<file path="src/rtl/std_fp_mult_seq.sv">
// Sequential radix-2 shift-and-add unsigned fixed-point multiplier.
// It retires one multiplier bit per cycle and uses a go/done handshake.
module std_fp_mult_seq #(
    parameter int WIDTH      = 32,
    parameter int INT_WIDTH  = 16,
    parameter int FRAC_WIDTH = 16
) (
    input  logic             clk,
    input  logic             reset,
    input  logic             go,
    input  logic [WIDTH-1:0] left,
    input  logic [WIDTH-1:0] right,
    output logic [WIDTH-1:0] out,
    output logic             done
);

    localparam int CNT_W = $clog2(WIDTH + 1);

    typedef enum logic [1:0] {IDLE, RUN, DONE} state_t;

    generate
        if (INT_WIDTH + FRAC_WIDTH != WIDTH) begin : g_bad_params
            $error("std_fp_mult_seq: INT_WIDTH + FRAC_WIDTH must equal WIDTH");
        end
    endgenerate

    state_t               state_q, state_d;
    logic [2*WIDTH-1:0]   acc_q, acc_d;
    logic [2*WIDTH-1:0]   mcand_q, mcand_d;
    logic [WIDTH-1:0]     mplier_q, mplier_d;
    logic [CNT_W-1:0]     cnt_q, cnt_d;
    logic [WIDTH-1:0]     out_q, out_d;
    logic [2*WIDTH-1:0]   acc_sum;
    logic                 last_step;

    always_ff @(posedge clk) begin
        if (reset) begin
            state_q  <= IDLE;
            acc_q    <= '0;
            mcand_q  <= '0;
            mplier_q <= '0;
            cnt_q    <= '0;
            out_q    <= '0;
        end else begin
            state_q  <= state_d;
            acc_q    <= acc_d;
            mcand_q  <= mcand_d;
            mplier_q <= mplier_d;
            cnt_q    <= cnt_d;
            out_q    <= out_d;
        end
    end

    assign last_step = (cnt_q == CNT_W'(WIDTH - 1));

    always_comb begin
        state_d = state_q;
        case (state_q)
            IDLE:    if (go) state_d = RUN;
            RUN: begin
                if (!go)
                    state_d = IDLE;
                else if (last_step)
                    state_d = DONE;
            end
            DONE:    state_d = IDLE;
            default: state_d = IDLE;
        endcase
    end

    // The final addition is folded into the captured result so no extra cycle is needed.
    always_comb begin
        acc_sum  = mplier_q[0] ? (acc_q + mcand_q) : acc_q;
        acc_d    = acc_q;
        mcand_d  = mcand_q;
        mplier_d = mplier_q;
        cnt_d    = cnt_q;
        out_d    = out_q;
        case (state_q)
            IDLE: begin
                if (go) begin
                    acc_d    = '0;
                    mcand_d  = {{WIDTH{1'b0}}, left};
                    mplier_d = right;
                    cnt_d    = '0;
                end
            end
            RUN: begin
                if (go) begin
                    acc_d    = acc_sum;
                    mcand_d  = mcand_q << 1;
                    mplier_d = mplier_q >> 1;
                    cnt_d    = cnt_q + CNT_W'(1);
                    if (last_step)
                        out_d = acc_sum[WIDTH+FRAC_WIDTH-1:FRAC_WIDTH];
                end
            end
            default: ;
        endcase
    end

    always_comb begin
        done = (state_q == DONE);
    end

    assign out = out_q;

endmodule
</file>
<file path="config.mk">
export PLATFORM = sky130hd
export DESIGN_NAME = std_fp_mult_seq
export DESIGN_NICKNAME = d
export VERILOG_FILES = /design/src/rtl/std_fp_mult_seq.sv
export SDC_FILE = /design/constraint.sdc
export NUM_CORES = 1
export LEC_CHECK = 0
export CAP_MARGIN = 20
export CORE_UTILIZATION = 40
export DETAILED_ROUTE_END_ITERATION = 10
export GPL_ROUTABILITY_DRIVEN = 0
export PLACE_DENSITY = 0.65
export RECOVER_POWER = 50
export SETUP_SLACK_MARGIN = 0.3
export SYNTH_ARGS = -nofsm -noshare
export SYNTH_HDL_FRONTEND = slang
export SYNTH_SLANG_ARGS = --single-unit
</file>
<file path="constraint.sdc">
create_clock -name clk -period 3.89 [get_ports clk]
set_input_delay 0.5835 -clock clk [delete_from_list [all_inputs] [get_ports clk]]
set_output_delay 0.5835 -clock clk [all_outputs]
set_load 0.005 [all_outputs]
</file>
* Word level (Yosys, flattened, before mapping) *
Index checks and enable logic that the tools add are counted.

word-level totals
  memory bits (writable) = 0
  latch bits = 0
  bits in read-only memories = 0
  register bits = 200
  memories = 0

cells by class
  bitwise logic cells = 0
  divide/modulo/power cells = 0
  shifts and indexed selects = 0
  reduce and logical (&&, ||, !) cells = 6
  mux-type cells = 17
  multipliers = 0
  eq/ne operators = 7
  add/sub/neg operators = 2
  order comparisons = 0

operator list
  kind                                           number
  two-way mux 64 bit                             5
  one-hot mux 64 bit (2 select lines)            2
  adder 64 bit                                   1
  two-way mux 32 bit                             2
  one-hot mux 32 bit (2 select lines)            1
  two-way mux 6 bit                              2
  one-hot mux 6 bit (2 select lines)             1
  adder 6 x 1 -> 6 bit, second input constant    1
  == test 6 x 5 -> 1 bit, second input constant  1
  two-way mux 2 bit                              3
  != test 2 bit, second input constant           3
  AND reduction 3 bit                            2
  one-hot mux 2 bit (2 select lines)             1
  AND reduction 4 bit                            1
  != test 3 bit, second input constant           1
  == test 2 x 1 -> 1 bit, second input constant  1
  == test 2 bit, second input constant           1
  zero test 2 bit                                1
  AND reduction 2 bit                            1
  nonzero test 2 bit                             1

* Depth between registers and ports, before layout *
  word-level depth = 4
  depth in mapped cells = 12
  gate-level depth less buffers = 12

* Worst setup path before layout *
No wires, ideal clock.

  path kind = flip-flop to flip-flop
  start = register mcand_q[0]
  end = register out_q[24], in the netlist out[24]
  stages on the path, launching flop included = 13
  setup slack = 1.168 ns
  library setup time = 0.066 ns
  buffers on the path = 0
  arrival time = 2.655 ns
  cell sequence = dfxtp_1 -> ha_1 -> inv_1 -> fa_1 -> nor2b_1 -> o31a_1 -> o31a_1 -> o21ai_2 -> a2111oi_4 -> nor2_2 -> o31a_1 -> mux2_4 -> a21oi_2

on the way
  longest elaborated chain between the ends = 2

ends and longest elaborated chain
  item                      RTL line  text
  start: declaration        29        logic [2*WIDTH-1:0] mcand_q, mcand_d;
  start signal: assignment  47        mcand_q <= mcand_d;
  adder 64 bit              73        acc_sum = mplier_q[0] ? (acc_q + mcand_q) : acc_q;
  two-way mux 64 bit        73
  end signal: assignment    50        out_q <= out_d;
  end: declaration          32        logic [WIDTH-1:0] out_q, out_d;

No other way between the ends. The select of a mux whose other input is x is not followed.
A chain may end at the register's enable or synchronous reset.

* Worst setup path after layout *
  start = register state_q[0]
  end = register acc_q[38]

on the way
  longest elaborated chain between the ends = 3
  elaborated cells on any way between the ends = 7
  those cells by class = eq/ne: 3; mux: 1; reduce/logical: 3

ends and longest elaborated chain
  item                                                                         RTL line  text
  start: declaration                                                           27        state_t state_q, state_d;
  start signal: assignment                                                     45        state_q <= state_d;
  == test 2 x 1 -> 1 bit / zero test 2 bit (equally long branches)             79        case (state_q)
  != test 2 bit (no source line) / nonzero test 2 bit (equally long branches)  -
  AND reduction 3 bit (no source line)                                         -
  end signal: assignment                                                       39        acc_q <= '0;
  end signal: assignment                                                       46        acc_q <= acc_d;
  end: declaration                                                             28        logic [2*WIDTH-1:0] acc_q, acc_d;

Several ways; a longest one is shown, not always the timed one.

==> impl_metrics.py <==
metrics = {
    "global_route": {
        "grt.total_usage_pct": 22.1,
        "grt_pass1_vias": 8299,
        "overflow": 0,
        "grt_max_degree": 94,
        "grt_antenna_before_repair": 0,
        "grt_pass1_wl_um": 43000,
    },
    "cts": {
        "cts_root_buf": "clkbuf_16",
        "cts_tree": "built",
        "cts-hold-fix-buffers": 0,
        "path_clk_slew_ps": 70,
        "cts_max_path_buffers": 2,
        "clkSinkCount": 168,
        "clock_tree.htree_level_count": 4,
        "post_cts_resized": 0,
        "insertion_delay_ps": 440,
        "cts_made_buffers": 17,
        "cts_setup_buffers": 0,
    },
    "logic_synthesis": {
        "synthArstFlopShare_pct": 0,
        "synth_top_cell_area_share_pct": 34.9,
        "synthTopCellsByArea": "dfxtp_1, mux2i_1, ha_1, nor2_1, a211oi_1",
        "ys_seq_area_share_pct": 34.9,
        "synth_commonest_cells": "dfxtp_1, nor2_1, nand2_1",
        "synth_top_cell_by_area": "dfxtp_1",
        "synth_edf_count": 0,
        "synthesis.area_mm2": 0.00965,
        "avgSynthCellArea_um2": 8.16,
        "synth.most_common_cell": "dfxtp_1",
        "ys_warn_count": 0,
        "syn_nets": 1299,
        "synth.distinct_cells": 70,
        "synth_ff_type": "dfxtp_1",
        "ys_ff_latch": 168,
        "syn_inst": 1183,
    },
    "timing": {
        "worst_pin_slew_ps": 1790,
        "slew_viol_final": 123,
        "hold_ws_ps": 449,
        "fin_crit_sh_pct": 81.2,
        "hold_violations": 0,
        "fin_crit_ps": 3160,
        "setup_violations": 0,
        "finalSetupTns_ps": 0,
        "max_freq_mhz": 317,
        "fin_skew_ps": 9.53,
        "slew_headroom_pct": -19.3,
        "rsz0062_at_grt": "false",
    },
    "drt": {
        "drt-initial-drc-count": 557,
        "vias": 8864,
        "viasPerCell": 5.66,
        "route.antenna.remaining_nets": 0,
        "wl_per_cell_um": 17.1,
        "drt_wl_total_um": 26800,
        "first_pass_iters": 5,
        "remaining_drc_errors": 0,
    },
    "worst_setup_path": {
        "required_ps": 4270,
        "regToRegSetupSlack_ps": 730,
        "worstReg2RegStart": "state_q[0]",
        "cp_slowest_cell": "o21ai_2",
        "worst-setup-path-type": "reg -> reg",
        "critPathMaxStageDelay_ps": 1210,
        "worstRegToRegCells": 4,
        "r2r_end": "acc_q[38]",
        "path_cells": "inv_1 -> o21ai_2 -> and2_1 -> a22o_1",
        "cp_max_fo": 28,
        "cp-start-kind": "flip-flop",
        "end_kind": "flip-flop",
        "worst_ep_arrival_time_ps": 3530,
    },
    "floorplanning": {
        "coreArea_mm2": 0.0235,
        "start_util_pct": 41.0,
        "die_x_um": 157,
        "ioPinCount": 100,
        "die_h_um": 157,
        "die_area_mm2": 0.0247,
        "rows": 56,
    },
    "hold_path": {
        "hold_path_depth": 2,
        "holdCritStartpoint": "out[10]",
        "whs_endpoint": "out[10]",
        "hold_class": "reg -> reg",
    },
    "layout": {
        "drive_gt1_share_pct": 5.38,
        "fin_util_pct": 48.6,
        "diodes": 0,
        "areaGrowthSynthToFinish_pct": 18.5,
        "design_area_mm2": 0.0114,
        "fin_nets": 1349,
    },
    "job": {
        "drv_cap": 2,
    },
    "power_and_ir_drop": {
        "power_mw": 3.94,
        "p_leak_nw": 4.72,
        "p_per_area_mw_per_mm2": 345,
        "vdd_drop_max_mv": 0.300,
    },
    "place": {
        "placed_area_mm2": 0.0109,
        "hpwl_um": 19100,
        "portBuffers": 99,
    },
    "status": {
        "violations": "max-capacitance violations, max-slew violations",
        "status": "finished, violations left",
    },
}
==> report_power, final <==
part | switching, mW | internal, mW
Clock | 0.766 | 0.959
Sequential | 0.0389 | 1.77
Combinational | 0.230 | 0.178
Total | 1.03 | 2.91
==> metrics by stage <==
stage                     worst slack, ps  instances
final                                 731       1565
after global routing                  407       1565
after CTS                             881       1565
after detailed placement              845       1533
after global placement                959       1532
after floorplan                      1170       1183
==> registers in the layout, indices dropped and copies added, names as in the netlist <==
signal    cells
cnt_q         6
state_q       2
out          32
acc_q        48
mplier_q     32
mcand_q      48
==> cell usage in the layout (no fill, tap or decap), drive strengths merged, types with 22 or more instances in the layout <==
cell type      Yosys  routed
nand2            108     108
clkdlybuf4s50      0      66
a211oi            71      71
mux2i             73      73
a21oi            101     101
dlygate4sd3        0      32
a21o              29      29
o21ai             68      68
dfxtp            168     168
ha                48      48
nor2             148     148
a22oi             22      22
nand3             34      34
==> layout make-up <==
type                            count  area, µm²
Clock inverter                     15        166
Sequential cell                   168       3360
Inverter                           18       67.6
Multi-Input combinational cell    913       5900
Tap cell                          319        399
Clock buffer                       17        425
Timing Repair Buffer              115       1110
Fill cell                        2348      12100
==> critical path: cells and delay by family (launching register included) <==
| kind | cells | cell delay [ps] |
|---|---|---|
| simple gates | 1 | 680 |
| buf+inv | 1 | 280 |
| flops | 1 | 690 |
| compound gates | 2 | 1450 |
==> metal layers <==
layer	routed length [µm]	part of all wire [%]	GRT usage [%]	up-vias
met3	1560	5.8	3.96	30
li1	-	-	-	4425
met1	12800	48	30.4	4156
met5	0	0	0	-
met2	12100	45	35.0	253
met4	325	1.2	6.33	0
==> logic make-up (layout without fill, tap and decap cells) <==
group | count (synthesis) | count (layout) | share of synthesized area [%]
xor+xnor | 39 | 39 | 3.54
flops | 168 | 168 | 34.9
simple gates | 368 | 368 | 17.0
mux | 76 | 76 | 7.96
buf+inv | 102 | 165 | 4.15
compound gates | 381 | 381 | 26.1
fa+ha+maj | 49 | 49 | 6.43
==> worst max path at each step <==
stage	from	end	slack [ps]	cells past startpoint
floorplan	mcand_q[0]	out[24]	1170	12
global placement	go	mplier_q[27]	960	6
CTS	mcand_q[0]	out[24]	880	12
finish	state_q[0]	acc_q[38]	730	4
detailed placement	go	mplier_q[21]	850	6
global route	state_q[0]	acc_q[32]	410	5
Power figures use the tool's default switching activity.
